$ cat src/rtl/nourishment_pkg.sv
// Shared definitions for the nourishment controller.
//   feed_state_e : FSM encoding (fed / empty / starved)
//   Level*       : value thresholds separating the four nourishment levels
//   level_of()   : quantise an 8-bit value to its 2-bit level
package nourishment_pkg;

    typedef enum logic [1:0] {
        StFed     = 2'd0,
        StEmpty   = 2'd1,
        StStarved = 2'd2
    } feed_state_e;

    localparam logic [7:0] LevelQ1 = 8'd64;
    localparam logic [7:0] LevelQ2 = 8'd128;
    localparam logic [7:0] LevelQ3 = 8'd192;

    function automatic logic [1:0] level_of(input logic [7:0] v);
        if (v >= LevelQ3) begin
            return 2'd3;
        end else if (v >= LevelQ2) begin
            return 2'd2;
        end else if (v >= LevelQ1) begin
            return 2'd1;
        end
        return 2'd0;
    endfunction

endpackage

$ cat src/rtl/nourishment_controller_if.sv
// Request/status bundle of the nourishment controller.
//   ena, inc, dec, fast, setval : regulator requests (master -> slave)
//   value, nourishment_level,
//   step, starving              : controller status (slave -> master)
interface nourishment_controller_if;

    logic       ena;
    logic       inc;
    logic       dec;
    logic       fast;
    logic       setval;
    logic [7:0] value;
    logic [1:0] nourishment_level;
    logic       step;
    logic       starving;

    modport master (
        output ena, inc, dec, fast, setval,
        input  value, nourishment_level, step, starving
    );

    modport slave (
        input  ena, inc, dec, fast, setval,
        output value, nourishment_level, step, starving
    );

endinterface

$ cat src/rtl/rate_prescaler.sv
// 5-bit rate prescaler; emits a tick when the count reaches div_i-1.
//   clk, rst_n : clock, synchronous active-low reset
//   run_i      : advance the count this cycle
//   clr_i      : discard the partial count (wins over run_i)
//   div_i      : period in cycles, sampled every cycle
//   tick_o     : count wraps this cycle (combinational, same-cycle step)
module rate_prescaler (
    input  logic       clk,
    input  logic       rst_n,
    input  logic       run_i,
    input  logic       clr_i,
    input  logic [4:0] div_i,
    output logic       tick_o
);

    logic [4:0] count_q, count_d;

    // >= rather than == so a drop of the divisor mid-count fires at once.
    assign tick_o = run_i && !clr_i && (count_q >= div_i - 5'd1);

    always_comb begin
        count_d = count_q;
        if (clr_i) begin
            count_d = 5'd0;
        end else if (run_i) begin
            count_d = tick_o ? 5'd0 : count_q + 5'd1;
        end
    end

    always_ff @(posedge clk) begin
        if (!rst_n) begin
            count_q <= 5'd0;
        end else begin
            count_q <= count_d;
        end
    end

endmodule

$ cat src/rtl/nourishment_controller.sv
// Nourishment controller: rate-limited saturating value driven by inc/dec
// requests, with a fed/empty/starved supervisor.
//   clk, rst_n : clock, synchronous active-low reset (overrides ena)
//   bus        : slave side of nourishment_controller_if; all outputs registered
module nourishment_controller
    import nourishment_pkg::*;
#(
    parameter int unsigned SLOW_DIV     = 16,
    parameter int unsigned FAST_DIV     = 4,
    parameter logic [7:0]  SET_VALUE    = 8'h80,
    parameter int unsigned STARVE_STEPS = 8
) (
    input  logic                      clk,
    input  logic                      rst_n,
    nourishment_controller_if.slave   bus
);

    localparam int unsigned CntW = $clog2(STARVE_STEPS + 1);

    logic [7:0]     value_q, value_d;
    logic           step_q, step_d;
    logic           starving_q;
    feed_state_e    state_q, state_d;
    logic [CntW-1:0] empty_cnt_q, empty_cnt_d;

    logic       one_req;
    logic       load;
    logic       run;
    logic       clr;
    logic       tick;
    logic       dec_at_zero;
    logic [4:0] div;

    assign one_req = bus.inc ^ bus.dec;
    // Reload only allowed while the level is below 2.
    assign load    = bus.setval && (value_q < LevelQ2);
    assign run     = bus.ena && one_req && !load;
    assign clr     = bus.ena && (load || !one_req);
    assign div     = bus.fast ? 5'(FAST_DIV) : 5'(SLOW_DIV);

    rate_prescaler u_presc (
        .clk    (clk),
        .rst_n  (rst_n),
        .run_i  (run),
        .clr_i  (clr),
        .div_i  (div),
        .tick_o (tick)
    );

    // tick already implies ena and exactly one request.
    assign dec_at_zero = tick && bus.dec && (value_q == 8'd0);

    always_comb begin
        value_d = value_q;
        if (bus.ena) begin
            if (load) begin
                value_d = SET_VALUE;
            end else if (tick) begin
                if (bus.inc) begin
                    if (value_q != 8'hFF) value_d = value_q + 8'd1;
                end else begin
                    if (value_q != 8'h00) value_d = value_q - 8'd1;
                end
            end
        end
        step_d = (value_d != value_q);
    end

    // State register
    always_ff @(posedge clk) begin
        if (!rst_n) begin
            state_q     <= StFed;
            empty_cnt_q <= '0;
            value_q     <= 8'd0;
            step_q      <= 1'b0;
            starving_q  <= 1'b0;
        end else begin
            state_q     <= state_d;
            empty_cnt_q <= empty_cnt_d;
            value_q     <= value_d;
            step_q      <= step_d;
            starving_q  <= (state_d == StStarved);
        end
    end

    // Next-state logic; decisions use the value held before this cycle's update.
    always_comb begin
        state_d     = state_q;
        empty_cnt_d = empty_cnt_q;
        if (bus.ena) begin
            unique case (state_q)
                StFed: begin
                    if (dec_at_zero) begin
                        empty_cnt_d = CntW'(1);
                        state_d     = (STARVE_STEPS <= 1) ? StStarved : StEmpty;
                    end
                end
                StEmpty: begin
                    if (value_q != 8'd0) begin
                        empty_cnt_d = '0;
                        state_d     = StFed;
                    end else if (dec_at_zero) begin
                        empty_cnt_d = empty_cnt_q + CntW'(1);
                        if (32'(empty_cnt_q) + 32'd1 >= STARVE_STEPS) state_d = StStarved;
                    end
                end
                StStarved: begin
                    if (value_q >= LevelQ1) begin
                        empty_cnt_d = '0;
                        state_d     = StFed;
                    end
                end
                default: begin
                    empty_cnt_d = '0;
                    state_d     = StFed;
                end
            endcase
        end
    end

    // Outputs, all taken straight from registers
    always_comb begin
        bus.value             = value_q;
        bus.nourishment_level = level_of(value_q);
        bus.step              = step_q;
        bus.starving          = starving_q;
    end

endmodule
$ cat src/flat_wrapper.sv
// flat-port wrapper written by rule: the top's interface ports become plain ports
module nourishment_controller_flat import nourishment_pkg::*;
#(
    parameter int unsigned SLOW_DIV     = 16,
    parameter int unsigned FAST_DIV     = 4,
    parameter logic [7:0]  SET_VALUE    = 8'h80,
    parameter int unsigned STARVE_STEPS = 8
)
  (clk, rst_n, bus_ena, bus_inc, bus_dec, bus_fast, bus_setval, bus_value, bus_nourishment_level, bus_step, bus_starving);
  nourishment_controller_if bus_i ();
  input  logic clk;
  input  logic rst_n;
  input wire logic [$bits(bus_i.ena)-1:0] bus_ena;
  input wire logic [$bits(bus_i.inc)-1:0] bus_inc;
  input wire logic [$bits(bus_i.dec)-1:0] bus_dec;
  input wire logic [$bits(bus_i.fast)-1:0] bus_fast;
  input wire logic [$bits(bus_i.setval)-1:0] bus_setval;
  output wire logic [$bits(bus_i.value)-1:0] bus_value;
  output wire logic [$bits(bus_i.nourishment_level)-1:0] bus_nourishment_level;
  output wire logic [$bits(bus_i.step)-1:0] bus_step;
  output wire logic [$bits(bus_i.starving)-1:0] bus_starving;
  assign bus_i.ena = bus_ena;
  assign bus_i.inc = bus_inc;
  assign bus_i.dec = bus_dec;
  assign bus_i.fast = bus_fast;
  assign bus_i.setval = bus_setval;
  assign bus_value = bus_i.value;
  assign bus_nourishment_level = bus_i.nourishment_level;
  assign bus_step = bus_i.step;
  assign bus_starving = bus_i.starving;
  nourishment_controller #(.SLOW_DIV(SLOW_DIV), .FAST_DIV(FAST_DIV), .SET_VALUE(SET_VALUE), .STARVE_STEPS(STARVE_STEPS)) u_core (.clk(clk), .rst_n(rst_n), .bus(bus_i));
endmodule
$ cat config.mk
export PLATFORM = sky130hd
export DESIGN_NAME = nourishment_controller_flat
export DESIGN_NICKNAME = d
export VERILOG_FILES = /design/src/rtl/nourishment_pkg.sv /design/src/rtl/nourishment_controller_if.sv /design/src/rtl/rate_prescaler.sv /design/src/rtl/nourishment_controller.sv /design/src/flat_wrapper.sv
export SDC_FILE = /design/constraint.sdc
export NUM_CORES = 1
export LEC_CHECK = 0
export ABC_AREA = 1
export BUFFER_PORTS_ARGS = -buffer_cell sky130_fd_sc_hd__buf_4
export CELL_PAD_IN_SITES_DETAIL_PLACEMENT = 0
export CELL_PAD_IN_SITES_GLOBAL_PLACEMENT = 1
export CORE_MARGIN = 4
export CORE_UTILIZATION = 38
export CTS_BUF_LIST = sky130_fd_sc_hd__clkbuf_8
export CTS_CLUSTER_DIAMETER = 30
export DETAILED_ROUTE_END_ITERATION = 6
export PLACE_DENSITY_LB_ADDON = 0.1
export SYNTH_ARGS = -nofsm -noshare
export SYNTH_HDL_FRONTEND = slang
export SYNTH_SLANG_ARGS = --single-unit
$ cat constraint.sdc
create_clock -name clk -period 1.7 [get_ports clk]
set_input_delay 0.17 -clock clk [delete_from_list [all_inputs] [get_ports clk]]
set_output_delay 0.17 -clock clk [all_outputs]
set_load 0.02 [all_outputs]
==> results of run 1 <==
-- synth_stat cells (all sizes together) --
master / instances / area (um^2)
nor3: 11 / 70.1
inv: 26 / 97.6
o21ai: 16 / 83.8
buf: 3 / 16.3
dfxtp: 21 / 420
nand4: 4 / 25.0
and3: 1 / 6.26
o22ai: 1 / 6.26
a31oi: 1 / 6.26
nand2: 53 / 211
xor2: 9 / 78.8
nor2: 29 / 131
a21oi: 23 / 119
clkbuf: 3 / 11.3
o211ai: 2 / 15.0
ha: 7 / 87.6
xnor2: 1 / 8.76
nor3b: 1 / 7.51
nand3: 16 / 85.1
-- stage by stage --
stage | TNS [ns] | cells | worst slack [ns] | area [um^2]
2_1_floorplan | -0.00550 | 228 | -0.00550 | 1490
3_3_place_gp | -0.209 | 312 | -0.0596 | 1850
3_5_place_dp | -0.154 | 312 | -0.0513 | 1850
4_1_cts | 0 | 318 | 0.000659 | 1930
5_1_grt | -0.684 | 322 | -0.113 | 2120
6_report | 0 | 322 | 0.00634 | 2120
-- path summary, 6_finish.rpt --
kind                                 to  slack, ns  depth (start not counted)
setup / recovery    u_core.bus.value[6]      0.006                         10
hold / removal    u_core.empty_cnt_q[2]       0.18                          3
setup reg to reg    u_core.bus.value[6]      0.006                         10
hold reg to reg   u_core.empty_cnt_q[3]       0.49                          2
-- layout make-up --
cell class | count | area (um^2) | share of cell area [%]
tap | 48 | 60.1 | 2.83
clock inverter | 1 | 5.00 | 0.236
timing repair buffer | 48 | 384 | 18.1
multi-input combinational | 175 | 1100 | 51.6
clock buffer | 3 | 41.3 | 1.94
sequential | 21 | 434 | 20.4
inverter | 26 | 103 | 4.83
-- routing by layer --
layer / vias to the layer above / global-route usage (%)
met2: 28 / 25.7
met1: 734 / 25.2
met3: 8 / 1.85
met4: 0 / 4.38
li1: 848 / -
met5: - / 0
-- logic make-up (layout without fill, tap and decap cells) --
| family | Yosys count | in the layout |
|---|---|---|
| and+or+nand+nor | 115 | 115 |
| AOI/OAI and AO/OA | 43 | 43 |
| buffers and inverters | 32 | 78 |
| DFF | 21 | 21 |
| xor gates and xnor gates | 10 | 10 |
| adders and majority gates | 7 | 7 |
-- flip-flops by register name, indices dropped and copies added, names as in the netlist --
name	flops
u_core.bus.starving	1
u_core.empty_cnt_q	4
u_core.u_presc.count_q	5
u_core.bus.step	1
u_core.state_q	2
u_core.bus.value	8
-- worst register-to-register path, stage by stage (launching register included) --
cell     delay [ns]
dfxtp_4        0.39
ha_4           0.13
nand2_1        0.08
nor3_2         0.24
buf_4          0.18
buf_4          0.10
xor2_1         0.05
o21ai_0        0.22
nand2_1        0.08
nand2_1        0.08
nor3_2         0.04
-- timing repair --
item                       in CTS  in global routing
setup endpoints to repair       7                 16
buffers inserted                2                  4
pin swaps                       2                 14
resized for setup               6                 42
-- power by group --
group / switching, uW / internal [uW] / total (uW)
logic: 95.9 / 58.8 / 155
registers: 4.75 / 494 / 498
clock network: 172 / 163 / 335
==> metrics.txt, run 1 <==
Syn Area/Cell=6.52 um^2; XOR/XNOR Fraction of Synth Area=5.89%; Synth Area in Compound Gates=15.5%; register bit total from synthesis=21; CP Capture Type=register; H-tree depth=1; main combinational cell family by area after synthesis=simple AND/OR/NAND/NOR gates; crit-path most repeated cell=nand2_1; Buf/Inv on CP=2; die height=70.6 um; Root Buffer=clkbuf_8; DRT Pass-1 Iters=4; Crit path largest cell delay=0.39 ns; area grow syn2layout=42.8%; simple-gate share of the synthesized area=36.1%; highest metal used=met4; maximum number of pins on one net before global-route repair=13; antenna viol nets, final=0; first-pass GRT wire length=6910 um; hold buffer count at CTS=0; DR vias/cell=5.02; diodes inserted=0; PD cells=465 mW/mm^2; row cnt=22; Longest Clk Path Bufs=2; post-synthesis cell count=228; fillers=380; Post-Synth Adder-Cell Area=5.89%; Final nets=289; Period minus WS final=1.69 ns; post-synthesis mux area share=0%; most frequent cells in the layout=nand2_1 (47), buf_4 (44), nor2_1 (24); Slew Limit Fails=0; CTS tree=done; CP max stage cell=dfxtp_4; fmax=590 MHz; Final GP Congestion=0.903; wire per inst=13.0 um; CTS Buf Count=3; Critical Path Source Type=register; layout cells sized above 1=36.9%; YS warnings=0; Yosys cell types=30; met3 wire len=134 um; RSZ-0062 raised after global routing=true; Overflow after GRT=0; crit path DAT=1.83 ns; met2 wire len=1930 um; Final Cycle Share=99.6%; worst flop-to-flop path startpoint=u_core.bus.value[0]; port buffer count=18; Clock Pin Slew Worst Setup and Hold Paths=0.08 ns; critical path type=reg -> reg; Max Clock Skew=0.00735 ns; hold_ws=0.178 ns; origin of the worst min-delay path=rst_n; initial antenna violation count=0; Critical path origin=u_core.bus.value[0]; Setup-failing EPs final=0; dpl hpwl=3110 um; CP top delay family=simple AND/OR/NAND/NOR gates; Critical Path, Cell by Cell=ha_4 -> nand2_1 -> nor3_2 -> buf_4 -> buf_4 -> xor2_1 -> o21ai_0 -> nand2_1 -> nand2_1 -> nor3_2; Leak=0.00100 uW; sequential area share after synthesis=28.3%; Vias=1618; vias in the first global route=1501; Slew @ Worst Pin=0.627 ns; final hold violations=0; worst skew pair latency=0.26 ns; die area=0.00498 mm^2; Die X=70.6 um; post-layout util=57.2%; maximum VDD drop=0.230 mV; Hold WC Path Type=in -> reg; status=completed; Final Total Pwr=988 uW; drt initial violations=88; Core Area=0.00372 mm^2; Residual DRC=0; WL final=4190 um; met1 WL=2060 um; most common cell after layout, fill and taps aside=nand2_1; total track usage=16.8%; Initial Util=40.0%; number of max-cap violations=0; Post-Synthesis Net Count=242; CTS sink cnt=21; io pins=19; Mapped Area=0.00149 mm^2; Slew headroom=58.0%; CP Max Fanout=4; CP Data Required Time=1.84 ns
No activity file was read; power rests on OpenSTA's default activity.
==> run 2: changes to the inputs <==
--- a/config.mk
+++ b/config.mk
@@ -15,6 +15,7 @@
 export CTS_CLUSTER_DIAMETER = 30
 export DETAILED_ROUTE_END_ITERATION = 6
 export PLACE_DENSITY_LB_ADDON = 0.1
+export SETUP_SLACK_MARGIN = 0.3
 export SYNTH_ARGS = -nofsm -noshare
 export SYNTH_HDL_FRONTEND = slang
 export SYNTH_SLANG_ARGS = --single-unit
==> metrics.txt, run 2 (same netlist as run 1, synthesis figures left out) <==
fillers=347 (-8.7%); WL final=4290 um (+2.4%); DRT Pass-1 Iters=4 (unchanged); hold path endpoint=u_core.empty_cnt_q[2]; Max Clock Skew=0.00311 ns (-0.00424 ns); Slew headroom=64.0% (+6.0 points); Setup-failing EPs final=1 (+1); Slew Limit Fails=0 (unchanged); Core Area=0.00372 mm^2 (unchanged); most common cell after layout, fill and taps aside=buf_4; post-layout util=60.3% (+3.1 points); Period minus WS final=1.70 ns (+0.00647 ns); PD cells=446 mW/mm^2 (-4.2%); Critical Path Source Type=register; Die X=70.6 um (unchanged); initial antenna violation count=0 (unchanged); Residual DRC=0 (unchanged); placed insts=300 (-3.8%); reg2reg setup slack=-0.0001 ns (about the same); die height=70.6 um (unchanged); layout cells sized above 1=42.9% (+6.0 points); Root Buffer=clkbuf_8; Hold Path Depth=3 (unchanged); Slew @ Worst Pin=0.537 ns (-0.0899 ns); RSZ-0062 raised after global routing=true; wire per inst=13.3 um (+2.1%); reg2reg end=u_core.empty_cnt_q[1]; CP Capture Type=register; io pins=19 (unchanged); port buffer count=18 (unchanged); violations in the final reports=setup timing; total track usage=18.0% (+1.1 points); CP Max Fanout=6 (+2); worst skew pair latency=0.26 ns (about the same); Final GP Congestion=0.868 (-4.0%); critical path type=reg -> reg; crit path DAT=1.84 ns (about the same); dpl hpwl=3020 um (-2.7%); antenna viol nets, final=0 (unchanged); Non-Filler Instances=323 (+0.31%); Final nets=290 (+0.35%); Leak=0.00104 uW (+4.1%); Overflow after GRT=0 (unchanged); CTS tree=done; max reg flops=8 (unchanged); final hold violations=0 (unchanged); die area=0.00498 mm^2 (unchanged); Area after DPL=0.00185 mm^2 (+0.20%); vias in the first global route=1563 (+4.1%); final instance area=0.00224 mm^2 (+5.4%); most frequent cells in the layout=buf_4 (45), nand2_1 (40), nor2_1 (24); CTS Buf Count=3 (unchanged); status=finished with violations; DR vias/cell=5.08 (+1.2%); number of max-cap violations=0 (unchanged); Vias=1642 (+1.5%); diodes inserted=0 (unchanged); drt initial violations=56 (-36%); first-pass GRT wire length=7220 um (+4.5%); Initial Util=40.0% (unchanged); fmax=588 MHz (-0.38%); origin of the worst min-delay path=rst_n; post-route setup slack=-0.000133 ns (-0.00647 ns); Hold WC Path Type=in -> reg; area grow syn2layout=50.5%; row cnt=22 (unchanged); maximum number of pins on one net before global-route repair=12 (-1); CP Data Required Time=1.84 ns (about the same); Place WS=0.0405 ns (+0.0917 ns); Final Cycle Share=100% (+0.38 points); worst flop-to-flop path startpoint=u_core.u_presc.count_q[3]; Clock Pin Slew Worst Setup and Hold Paths=0.08 ns (about the same); reg2reg path depth=10 (unchanged); Longest Clk Path Bufs=2 (unchanged); H-tree depth=1 (unchanged); maximum VDD drop=0.444 mV (+93%); CTS sink cnt=21 (unchanged)
## run 2: power breakdown
| group | switching, uW | leakage (uW) | internal [uW] |
|---|---|---|---|
| sequential | 5.08 | 0.000176 | 490 |
| clock | 162 | 0.0000269 | 161 |
| combinational | 111 | 0.000838 | 69.4 |
| total | 277 | 0.00104 | 721 |
## run 2: final cells by class
class | instances | area (um^2) | share of cell area (%)
clock inverter | 1 | 3.75 | 0.168
multi-input combinational | 176 | 1210 | 54.1
sequential | 21 | 444 | 19.8
inverter | 26 | 108 | 4.80
clock buffer | 3 | 41.3 | 1.84
timing repair buffer | 47 | 360 | 16.1
tap | 48 | 60.1 | 2.68
timing repair inverter | 1 | 11.3 | 0.503
## run 2: how the worst max path moves through the flow
stage	slack, ns	start	end
finish	-0.0001	u_core.u_presc.count_q[3]	u_core.empty_cnt_q[1]
global placement	0.03	u_core.bus.value[0]	u_core.bus.value[1]
detailed placement	0.04	u_core.bus.value[1]	u_core.empty_cnt_q[1]
CTS	0.07	u_core.bus.value[1]	u_core.empty_cnt_q[3]
global route	-0.08	u_core.u_presc.count_q[3]	u_core.empty_cnt_q[2]
floorplan	0.15	u_core.bus.value[1]	u_core.empty_cnt_q[1]
## run 2: critical path, cell delays in order, from the launching register on
cell and delay (ns):
dfxtp_4 0.35, ha_4 0.28, inv_2 0.03, nor2_1 0.07
nand3_1 0.13, nand3_4 0.12, nand2_8 0.09, o21ai_4 0.22
nand2_4 0.10, a21oi_2 0.14, nor3_2 0.04
## run 2: metrics by stage
stage               total power, uW  hold slack, ns  setup TNS [ns]
floorplan                       603           0.286               0
global placement                662           0.437               0
detailed placement              661           0.440               0
CTS                            1010           0.162               0
global route                   1060           0.176          -0.617
finish                          998           0.178       -0.000133
## run 2: per-layer routing
layer,vias to the layer above,track usage (%),routed length [um]
met2,37,29.4,2010
met3,8,3.55,238
li1,845,-,-
met4,0,7.31,82
met5,-,0,0
met1,752,23.2,1960
## run 2: timing repair
| action | 4_1_cts | 5_1_grt |
|---|---|---|
| setup buffers | 13 | 4 |
| pin swaps | 18 | 14 |
| resized for setup | 22 | 27 |
| hold endpoints to repair | 0 | 0 |
| hold buffers | 0 | 0 |
| endpoints found under the setup margin | 21 | 21 |
| cloned | 2 | 0 |
